--- config.mk ---
export PLATFORM = sky130hd
export DESIGN_NAME = sram_phase_sequencer
export DESIGN_NICKNAME = d
export VERILOG_FILES = /design/src/rtl/sram_phase_sequencer.sv
export SDC_FILE = /design/constraint.sdc
export NUM_CORES = 1
export LEC_CHECK = 0
export ABC_AREA = 1
export BUFFER_PORTS_ARGS = -buffer_cell sky130_fd_sc_hd__buf_4
export CELL_PAD_IN_SITES_DETAIL_PLACEMENT = 1
export CELL_PAD_IN_SITES_GLOBAL_PLACEMENT = 1
export CORE_ASPECT_RATIO = 0.8
export CORE_MARGIN = 4
export CORE_UTILIZATION = 32
export DETAILED_ROUTE_END_ITERATION = 16
export PLACE_DENSITY = 0.93
export SLEW_MARGIN = 20
export SYNTH_ARGS = -nofsm -noshare
export SYNTH_HDL_FRONTEND = slang
export SYNTH_SLANG_ARGS = --single-unit
--- constraint.sdc ---
create_clock -name CLOCK_50_I -period 3.96 [get_ports CLOCK_50_I]
set_clock_uncertainty 0.1 [all_clocks]
set_input_delay 1.188 -clock CLOCK_50_I [delete_from_list [all_inputs] [get_ports CLOCK_50_I]]
set_output_delay 1.188 -clock CLOCK_50_I [all_outputs]
set_load 0.05 [all_outputs]
--- src/rtl/sram_phase_sequencer.sv ---
// -----------------------------------------------------------------------------
// sram_phase_sequencer
//
// Top-level phase controller and SRAM access multiplexer for the decoder
// datapath. The image arrives over UART into SRAM. Reception ends after
// TIMEOUT_CYCLES idle cycles on the UART write path. NUM_STAGES processing
// stages then run in order (stage 0 first) with start/finish handshakes.
// Finally SRAM is handed back to VGA.
//
// Optional build macro:
//   STAGE_WATCHDOG_EN - adds a per-stage cycle watchdog. The watchdog aborts to
//                       S_IDLE and sets a sticky error_o. When undefined,
//                       error_o is tied low and stages may run indefinitely.
//
// Ports:
//   CLOCK_50_I            in   50 MHz clock
//   resetn                in   asynchronous active-low reset
//   uart_rx_i             in   raw UART line (low = start bit), sampled in S_IDLE
//   uart_addr_i           in   UART SRAM address
//   uart_wdata_i          in   UART SRAM write data
//   uart_we_n_i           in   UART SRAM write enable (active low)
//   uart_rx_initialize_o  out  one-cycle pulse to the UART interface
//   uart_rx_enable_o      out  one-cycle pulse, one cycle after initialize
//   stage_addr_i          in   packed stage addresses, stage k at [k*ADDR_W +: ADDR_W]
//   stage_wdata_i         in   packed stage write data
//   stage_we_n_i          in   per-stage write enable (active low)
//   stage_finish_i        in   per-stage finish flag
//   stage_start_o         out  per-stage start level
//   vga_addr_i            in   VGA read address
//   vga_enable_o          out  VGA enable
//   sram_address_o        out  muxed SRAM address
//   sram_write_data_o     out  muxed SRAM write data
//   sram_we_n_o           out  muxed SRAM write enable (active low)
//   stage_idx_o           out  index of the active stage
//   busy_o                out  high whenever not in S_IDLE
//   error_o               out  sticky watchdog error
// -----------------------------------------------------------------------------
module sram_phase_sequencer #(
  parameter int NUM_STAGES      = 2,
  parameter int ADDR_W          = 18,
  parameter int DATA_W          = 16,
  parameter int TIMER_W         = 26,
  parameter int TIMEOUT_CYCLES  = 50000000,
  parameter int WATCHDOG_CYCLES = (1 << 24)
) (
  input  logic                         CLOCK_50_I,
  input  logic                         resetn,
  input  logic                         uart_rx_i,
  input  logic [ADDR_W-1:0]            uart_addr_i,
  input  logic [DATA_W-1:0]            uart_wdata_i,
  input  logic                         uart_we_n_i,
  output logic                         uart_rx_initialize_o,
  output logic                         uart_rx_enable_o,
  input  logic [NUM_STAGES*ADDR_W-1:0] stage_addr_i,
  input  logic [NUM_STAGES*DATA_W-1:0] stage_wdata_i,
  input  logic [NUM_STAGES-1:0]        stage_we_n_i,
  input  logic [NUM_STAGES-1:0]        stage_finish_i,
  output logic [NUM_STAGES-1:0]        stage_start_o,
  input  logic [ADDR_W-1:0]            vga_addr_i,
  output logic                         vga_enable_o,
  output logic [ADDR_W-1:0]            sram_address_o,
  output logic [DATA_W-1:0]            sram_write_data_o,
  output logic                         sram_we_n_o,
  output logic [2:0]                   stage_idx_o,
  output logic                         busy_o,
  output logic                         error_o
);

  localparam int                 IDX_W      = (NUM_STAGES > 1) ? $clog2(NUM_STAGES) : 1;
  localparam logic [TIMER_W-1:0] TIMER_LAST = TIMER_W'(TIMEOUT_CYCLES - 1);
  localparam logic [2:0]         LAST_IDX   = 3'(NUM_STAGES - 1);

  // Elaboration-time guard against unsupported configurations.
  if (NUM_STAGES < 1 || NUM_STAGES > 8 || TIMEOUT_CYCLES < 1 || WATCHDOG_CYCLES < 2) begin : g_bad_params
    $error("sram_phase_sequencer: illegal parameter combination");
  end

  typedef enum logic [1:0] {
    S_IDLE    = 2'd0,
    S_UART_RX = 2'd1,
    S_STAGE   = 2'd2,
    S_GAP     = 2'd3
  } state_t;

  state_t                r_state;
  logic [TIMER_W-1:0]    r_timer;
  logic [2:0]            r_stage_idx;
  logic [NUM_STAGES-1:0] r_start;
  logic                  r_init;
  logic                  r_enable;
  logic                  r_vga_en;

`ifdef STAGE_WATCHDOG_EN
  localparam int              WD_W    = (WATCHDOG_CYCLES > 1) ? $clog2(WATCHDOG_CYCLES) : 1;
  localparam logic [WD_W-1:0] WD_LAST = WD_W'(WATCHDOG_CYCLES - 1);
  logic [WD_W-1:0]            r_wd;
  logic                       r_error;
`endif

  // Unpacked views of the packed stage buses, indexed by the active stage.
  logic [ADDR_W-1:0] w_stage_addr  [NUM_STAGES];
  logic [DATA_W-1:0] w_stage_wdata [NUM_STAGES];
  for (genvar k = 0; k < NUM_STAGES; k++) begin : g_unpack
    assign w_stage_addr[k]  = stage_addr_i[k*ADDR_W +: ADDR_W];
    assign w_stage_wdata[k] = stage_wdata_i[k*DATA_W +: DATA_W];
  end

  logic [IDX_W-1:0] w_idx;
  logic             w_finish_active;
  assign w_idx           = r_stage_idx[IDX_W-1:0];
  assign w_finish_active = stage_finish_i[w_idx];

  // One-hot start pattern for a stage index.
  function automatic logic [NUM_STAGES-1:0] f_onehot(input logic [2:0] idx);
    logic [NUM_STAGES-1:0] v;
    v = {NUM_STAGES{1'b0}};
    for (int k = 0; k < NUM_STAGES; k++) begin
      v[k] = (idx == 3'(k));
    end
    return v;
  endfunction

  // Phase FSM with registered handshake outputs.
  always_ff @(posedge CLOCK_50_I or negedge resetn) begin
    if (!resetn) begin
      r_state     <= S_IDLE;
      r_timer     <= {TIMER_W{1'b0}};
      r_stage_idx <= 3'd0;
      r_start     <= {NUM_STAGES{1'b0}};
      r_init      <= 1'b0;
      r_enable    <= 1'b0;
      r_vga_en    <= 1'b1;
`ifdef STAGE_WATCHDOG_EN
      r_wd        <= {WD_W{1'b0}};
      r_error     <= 1'b0;
`endif
    end else begin
      case (r_state)
        S_IDLE: begin
          r_enable <= 1'b0;
          if (!uart_rx_i) begin
            r_init   <= 1'b1;
            r_timer  <= {TIMER_W{1'b0}};
            r_vga_en <= 1'b0;
            r_state  <= S_UART_RX;
          end else begin
            r_init   <= 1'b0;
            r_vga_en <= 1'b1;
          end
        end
        S_UART_RX: begin
          r_init   <= 1'b0;
          r_enable <= r_init;
          // A write restarts the idle count, even on the would-be timeout cycle.
          if (!uart_we_n_i) begin
            r_timer <= {TIMER_W{1'b0}};
          end else if (r_timer == TIMER_LAST) begin
            r_timer     <= {TIMER_W{1'b0}};
            r_stage_idx <= 3'd0;
            r_start     <= f_onehot(3'd0);
`ifdef STAGE_WATCHDOG_EN
            r_wd        <= {WD_W{1'b0}};
`endif
            r_state     <= S_STAGE;
          end else begin
            r_timer <= r_timer + TIMER_W'(1);
          end
        end
        S_STAGE: begin
          if (w_finish_active) begin
            r_start <= {NUM_STAGES{1'b0}};
            r_state <= S_GAP;
          end
`ifdef STAGE_WATCHDOG_EN
          else if (r_wd == WD_LAST) begin
            r_start     <= {NUM_STAGES{1'b0}};
            r_error     <= 1'b1;
            r_stage_idx <= 3'd0;
            r_vga_en    <= 1'b1;
            r_state     <= S_IDLE;
          end else begin
            r_wd    <= r_wd + WD_W'(1);
            r_start <= f_onehot(r_stage_idx);
          end
`else
          else begin
            r_start <= f_onehot(r_stage_idx);
          end
`endif
        end
        S_GAP: begin
          if (r_stage_idx == LAST_IDX) begin
            r_stage_idx <= 3'd0;
            r_vga_en    <= 1'b1;
            r_state     <= S_IDLE;
          end else begin
            r_stage_idx <= r_stage_idx + 3'd1;
            r_start     <= f_onehot(r_stage_idx + 3'd1);
`ifdef STAGE_WATCHDOG_EN
            r_wd        <= {WD_W{1'b0}};
`endif
            r_state     <= S_STAGE;
          end
        end
        default: begin
          r_start     <= {NUM_STAGES{1'b0}};
          r_stage_idx <= 3'd0;
          r_init      <= 1'b0;
          r_enable    <= 1'b0;
          r_vga_en    <= 1'b1;
          r_state     <= S_IDLE;
        end
      endcase
    end
  end

  logic [ADDR_W-1:0] w_sram_addr;
  logic [DATA_W-1:0] w_sram_wdata;
  logic              w_sram_we_n;

  // SRAM owner mux, decoded from the registered state only.
  always_comb begin
    w_sram_addr  = vga_addr_i;
    w_sram_wdata = {DATA_W{1'b0}};
    w_sram_we_n  = 1'b1;
    case (r_state)
      S_UART_RX: begin
        w_sram_addr  = uart_addr_i;
        w_sram_wdata = uart_wdata_i;
        w_sram_we_n  = uart_we_n_i;
      end
      S_STAGE: begin
        w_sram_addr  = w_stage_addr[w_idx];
        w_sram_wdata = w_stage_wdata[w_idx];
        w_sram_we_n  = stage_we_n_i[w_idx];
      end
      S_GAP: begin
        // Keep the finished stage's address but block any write.
        w_sram_addr  = w_stage_addr[w_idx];
        w_sram_wdata = {DATA_W{1'b0}};
        w_sram_we_n  = 1'b1;
      end
      default: begin
        w_sram_addr  = vga_addr_i;
        w_sram_wdata = {DATA_W{1'b0}};
        w_sram_we_n  = 1'b1;
      end
    endcase
  end

  assign sram_address_o       = w_sram_addr;
  assign sram_write_data_o    = w_sram_wdata;
  assign sram_we_n_o          = w_sram_we_n;
  assign stage_start_o        = r_start;
  assign uart_rx_initialize_o = r_init;
  assign uart_rx_enable_o     = r_enable;
  assign vga_enable_o         = r_vga_en;
  assign stage_idx_o          = r_stage_idx;
  assign busy_o               = (r_state != S_IDLE);
`ifdef STAGE_WATCHDOG_EN
  assign error_o              = r_error;
`else
  assign error_o              = 1'b0;
`endif

endmodule

-- Yosys cells after proc, flatten, opt, wreduce, memory -nomap -nowiden
Index checks and enable logic that the tools add are counted.
- add/sub/neg operators: 2
- multipliers: 0
- divide/modulo/power cells: 0
- order comparisons: 2
- eq/ne operators: 12
- shift operators: 0
- mux-type cells: 38
- bitwise operators: 1
- reduce and logical (&&, ||, !) cells: 14
- operators by type and width (cell ; number):
    $mux W26 ; 3
    $mux W18 ; 3
    $pmux W26 S2 ; 1
    $mux W16 ; 3
    $pmux W18 S2 ; 1
    $pmux W16 S2 ; 1
    $add A26 B1 Y26 const B ; 1
    $eq A26 B26 Y1 const B ; 1
    $mux W2 ; 9
    $ne A2 B2 Y1 const B ; 6
    $mux W3 ; 3
    $pmux W1 S2 ; 4
    $pmux W2 S4 ; 1
    $reduce_and A4 Y1 ; 2
    $reduce_bool A2 Y1 ; 4
    $mux W1 ; 7
    $eq A3 B1 Y1 const B ; 2
    $logic_not A3 Y1 ; 2
    $pmux W2 S3 ; 1
    $pmux W3 S2 ; 1
    $eq A2 B2 Y1 const B ; 2
    $reduce_and A2 Y1 ; 2
    $add A3 B1 Y3 const B ; 1
    $reduce_and A3 Y1 ; 1
    7 further kinds ; 7
- register bits after elaboration: 36
- bits in latches: 0
- RAM bits: 0
- bits in read-only memories: 0
- logic and storage cells: 76
- memories kept: 0

-- Depth between registers and ports, before layout
- depth in word-level cells: 5
- depth in mapped cells: 10
- depth with buffers taken out: 10

-- Worst setup path after synthesis
OpenSTA, ideal clock, no wires.
- kind: reg-to-output
- start point: register r_state[0]
- end point: output port sram_address_o[11]
- arrival: 2.450 ns
- path slack: 0.222 ns
- cell stages (with the launch flop): 8
- path buffers: 2
- cell sequence: dfrtp_1 inv_1 ha_1 clkbuf_1 inv_1 clkbuf_1 nor2_1 a21oi_1
- cells in the longest elaborated chain, start to end: 3
- elaborated cells on any way between the ends: 5
- classes of those cells: eq/ne: 3; mux: 1; reduce/logical: 1
- ends and longest elaborated chain (element ; RTL line ; text):
    start, declared ; 85 ; state_t r_state;
    start signal, assigned ; 126 ; r_state <= S_IDLE;
    start signal, assigned ; 145 ; r_state <= S_UART_RX;
    start signal, assigned ; 164 ; r_state <= S_STAGE;
    $eq A2 B2 Y1 ; 226 ; case (r_state)
    $reduce_or A2 Y1 (no source line) ; - ;
    $pmux W18 S2 * ; 226 ;
    end, declared ; 61 ; output logic [ADDR_W-1:0] sram_address_o,
Mark *: on every way between the ends. The rest lies on a longest branch, timed or not.

-- Final worst setup path
- start point: register r_state[0]
- end point: output port sram_address_o[17]
The elaborated chain is that of the path after synthesis.

==> results.toml <==
[synthesis]
synthTopCellsByArea = "dfrtp_1 (27%), nand2_1 (12%), nor2_1 (12%), a21oi_1 (8.3%), o21ai_0 (6.5%)"
synth_area_per_cell_um2 = 6.17
synth_edf_count = 0
synth_most_common_cell = "nand2_1"
synth_top_area_share_pct = 26.6
synth.distinct_cells = 33
synth_adder_area_share_pct = 3.42
synth_commonest_cells = "nand2_1 (106), nor2_1 (102), a21oi_1 (55)"
ys_ff_latch = 36
synth_cells = 534
yosys.area_share.simple_pct = 35.8
yosys_warnings = 0
async_flop_share_pct = 100
synth_flop_cell = "dfrtp_1"
synth_compound_area_share_pct = 20.6
muxShareOfSynthArea_pct = 0
synth_area_um2 = 3300
seq_area_frac_synth_pct = 27.4
yosys.area_share.xor_xnor_pct = 3.45
synth_top_family_by_area = "simple AND/OR/NAND/NOR gates"
synth_top_area_cell = "dfrtp_1"
synthesis.nets = 671

[drt]
routed_wl_um = 14700
routed_via_density = 5.16
detail_route.wl_per_cell_um = 17.7
ant_nets = 0
drc = 0
dr.pass1.iters = 5
vias = 4286
drt_iter0_drc = 223

[timing]
setup_viol = 0
report.final.slew_viol_count = 0
tns_ps = 0
rsz0062_at_grt = "no"
tightestPinTransition_ps = 721
hold_viol = 0
fin_hold_ws_ps = 394
worst_slack_ps = 418
fmax_ghz = 0.282
fin_crit_ps = 3540
min_period_over_period_pct = 89.4
slew_headroom_pct = 51.9

[global_route]
grt_antenna_before_repair = 0
grt_max_degree = 42
grt_pass1_wl_um = 23500
grt_pass1_vias = 4580
grt.overflow.total = 0
grt.total_usage_pct = 24.4

[clock_network]
cts.root.buffer_cell = "clkbuf_16"
cts_max_level = 2
cts_buffers = 5
postCtsSetupBuffers = 0
hold_buffers = 0
clk_pin_slew_worst_paths_ps = 60
cts.sinks = 36
clk_latency_ps = 280
cts_tree = "built"
ctsLongestPathBuffers = 2
post_cts_resized = 0

[worst_setup_path]
crit_type = "reg2out"
worst-path-max-fanout = 19
cp_data_required_time_ps = 2670
end_kind = "primary output"
cp_slowest_cell = "dfrtp_1"
worstSetupStartpointType = "flip-flop"
crit_arrival_ps = 2250
crit_chain = "inv_1 -> ha_1 -> inv_2 -> nand2_2 -> o21a_1 -> o21ai_0 -> a21oi_1 -> buf_4"
cpPeakStageDelay_ps = 410

[hold_path]
min_path_type = "reg2reg"

[layout]
drive_gt1_share_pct = 29.1
area_growth_pct = 46.6
n_antenna_cell = 0
design_area_um2 = 4830
final_nets = 830

[power_and_ir_drop]
powerDensity_nw_per_um2 = 762
ir_drop_uv = 394
p_leak_nw = 2.37

[place]
routabilityCongestion = 0.915
dp_slack_ps = 478
portBuffers = 171
dpl_cell_area_um2 = 4690
dp.final_hpwl_um = 11500

[floorplanning]
die_x_um = 121
io_pins = 173
start_util_pct = 33.5
num_rows = 32
core_um2 = 9850
die_h_um = 98.8
design.die.area_um2 = 12000

[run]
maxCapViolCount = 0

[run_status]
status = "complete, no violations"
## final timing paths
path | slack, ps | cells after the start | end | from
setup / recovery | 420 | 8 | sram_address_o[17] | r_state[0]
hold / removal | 390 | 2 | uart_rx_enable_o | uart_rx_enable_o
setup reg to reg | 1300 | 10 | r_timer[16] | r_state[1]
hold reg to reg | 390 | 2 | uart_rx_enable_o | uart_rx_enable_o
max in group asynchronous | 2630 | 1 | vga_enable_o | resetn
min in group asynchronous | 760 | 1 | r_timer[15] | resetn
## routing by layer
metal | global-route usage [%] | wire [um] | vias to the layer above
met5 | 0 | 0 | -
met4 | 8.79 | 516 | 0
met3 | 3.67 | 619 | 39
met2 | 43.5 | 7540 | 125
met1 | 29.6 | 5990 | 2066
li1 | - | - | 2056
## metrics by stage
step | power (mW) | instances | util, %
floorplan | 2.42 | 534 | -
global placement | 3.19 | 822 | 47.6
detailed placement | 3.28 | 822 | 47.6
CTS | 3.69 | 830 | 49.1
global route | 3.91 | 830 | 49.1
finish | 3.68 | 830 | 49.1
## critical path, delay by kind of cell, from the launching register on
family	cells	cell delay (ps)
adder cells (fa/ha/maj)	1	200
AND/OR/NAND/NOR	1	360
AO/OA/AOI/OAI	3	490
buffers and inverters	3	490
flip-flops	1	410
## cells in the final DEF, fill, tap and decap left out, types with 2 or more instances in the layout
master     instances
a21oi_1           55
buf_4            177
clkbuf_1           2
clkbuf_16          5
dfrtp_1           35
ha_1               9
inv_1             49
inv_2              2
nand2_1          105
nand2_2            2
nand3_1           30
nand3_2            2
nand4_1           18
nor2_1           102
nor2_2             8
nor2_4             2
nor3_1             6
o21a_1            18
o21ai_0           43
xnor2_1            2
xor2_1            11
## area by class of cell
cell class,instances,area (um2)
clock buffer,8,146
timing repair buffer,177,1330
fill,1355,5010
inverter,52,195
multi-input combinational,421,2090
sequential,36,902
tap,136,170
## power breakdown
group | internal, mW | total (mW) | switching [mW]
clock network | 0.251 | 0.402 | 0.150
logic | 0.784 | 2.81 | 2.03
registers | 0.425 | 0.467 | 0.0430
## kinds of logic (layout without fill, tap and decap cells)
group | count (synthesis) | after routing
other | 1 | 1
DFF | 36 | 36
AOI/OAI and AO/OA | 122 | 122
adders and majority gates | 9 | 9
buffers and inverters | 77 | 237
and+or+nand+nor | 276 | 276
xor gates and xnor gates | 13 | 13
## registers in the layout, indices dropped and copies added, names as in the netlist
register / cells
r_state: 2
r_timer: 26
stage_idx_o: 3
stage_start_o: 2
uart_rx_enable_o: 1
uart_rx_initialize_o: 1
vga_enable_o: 1
Note: power is estimated with default switching activity, not from simulation.
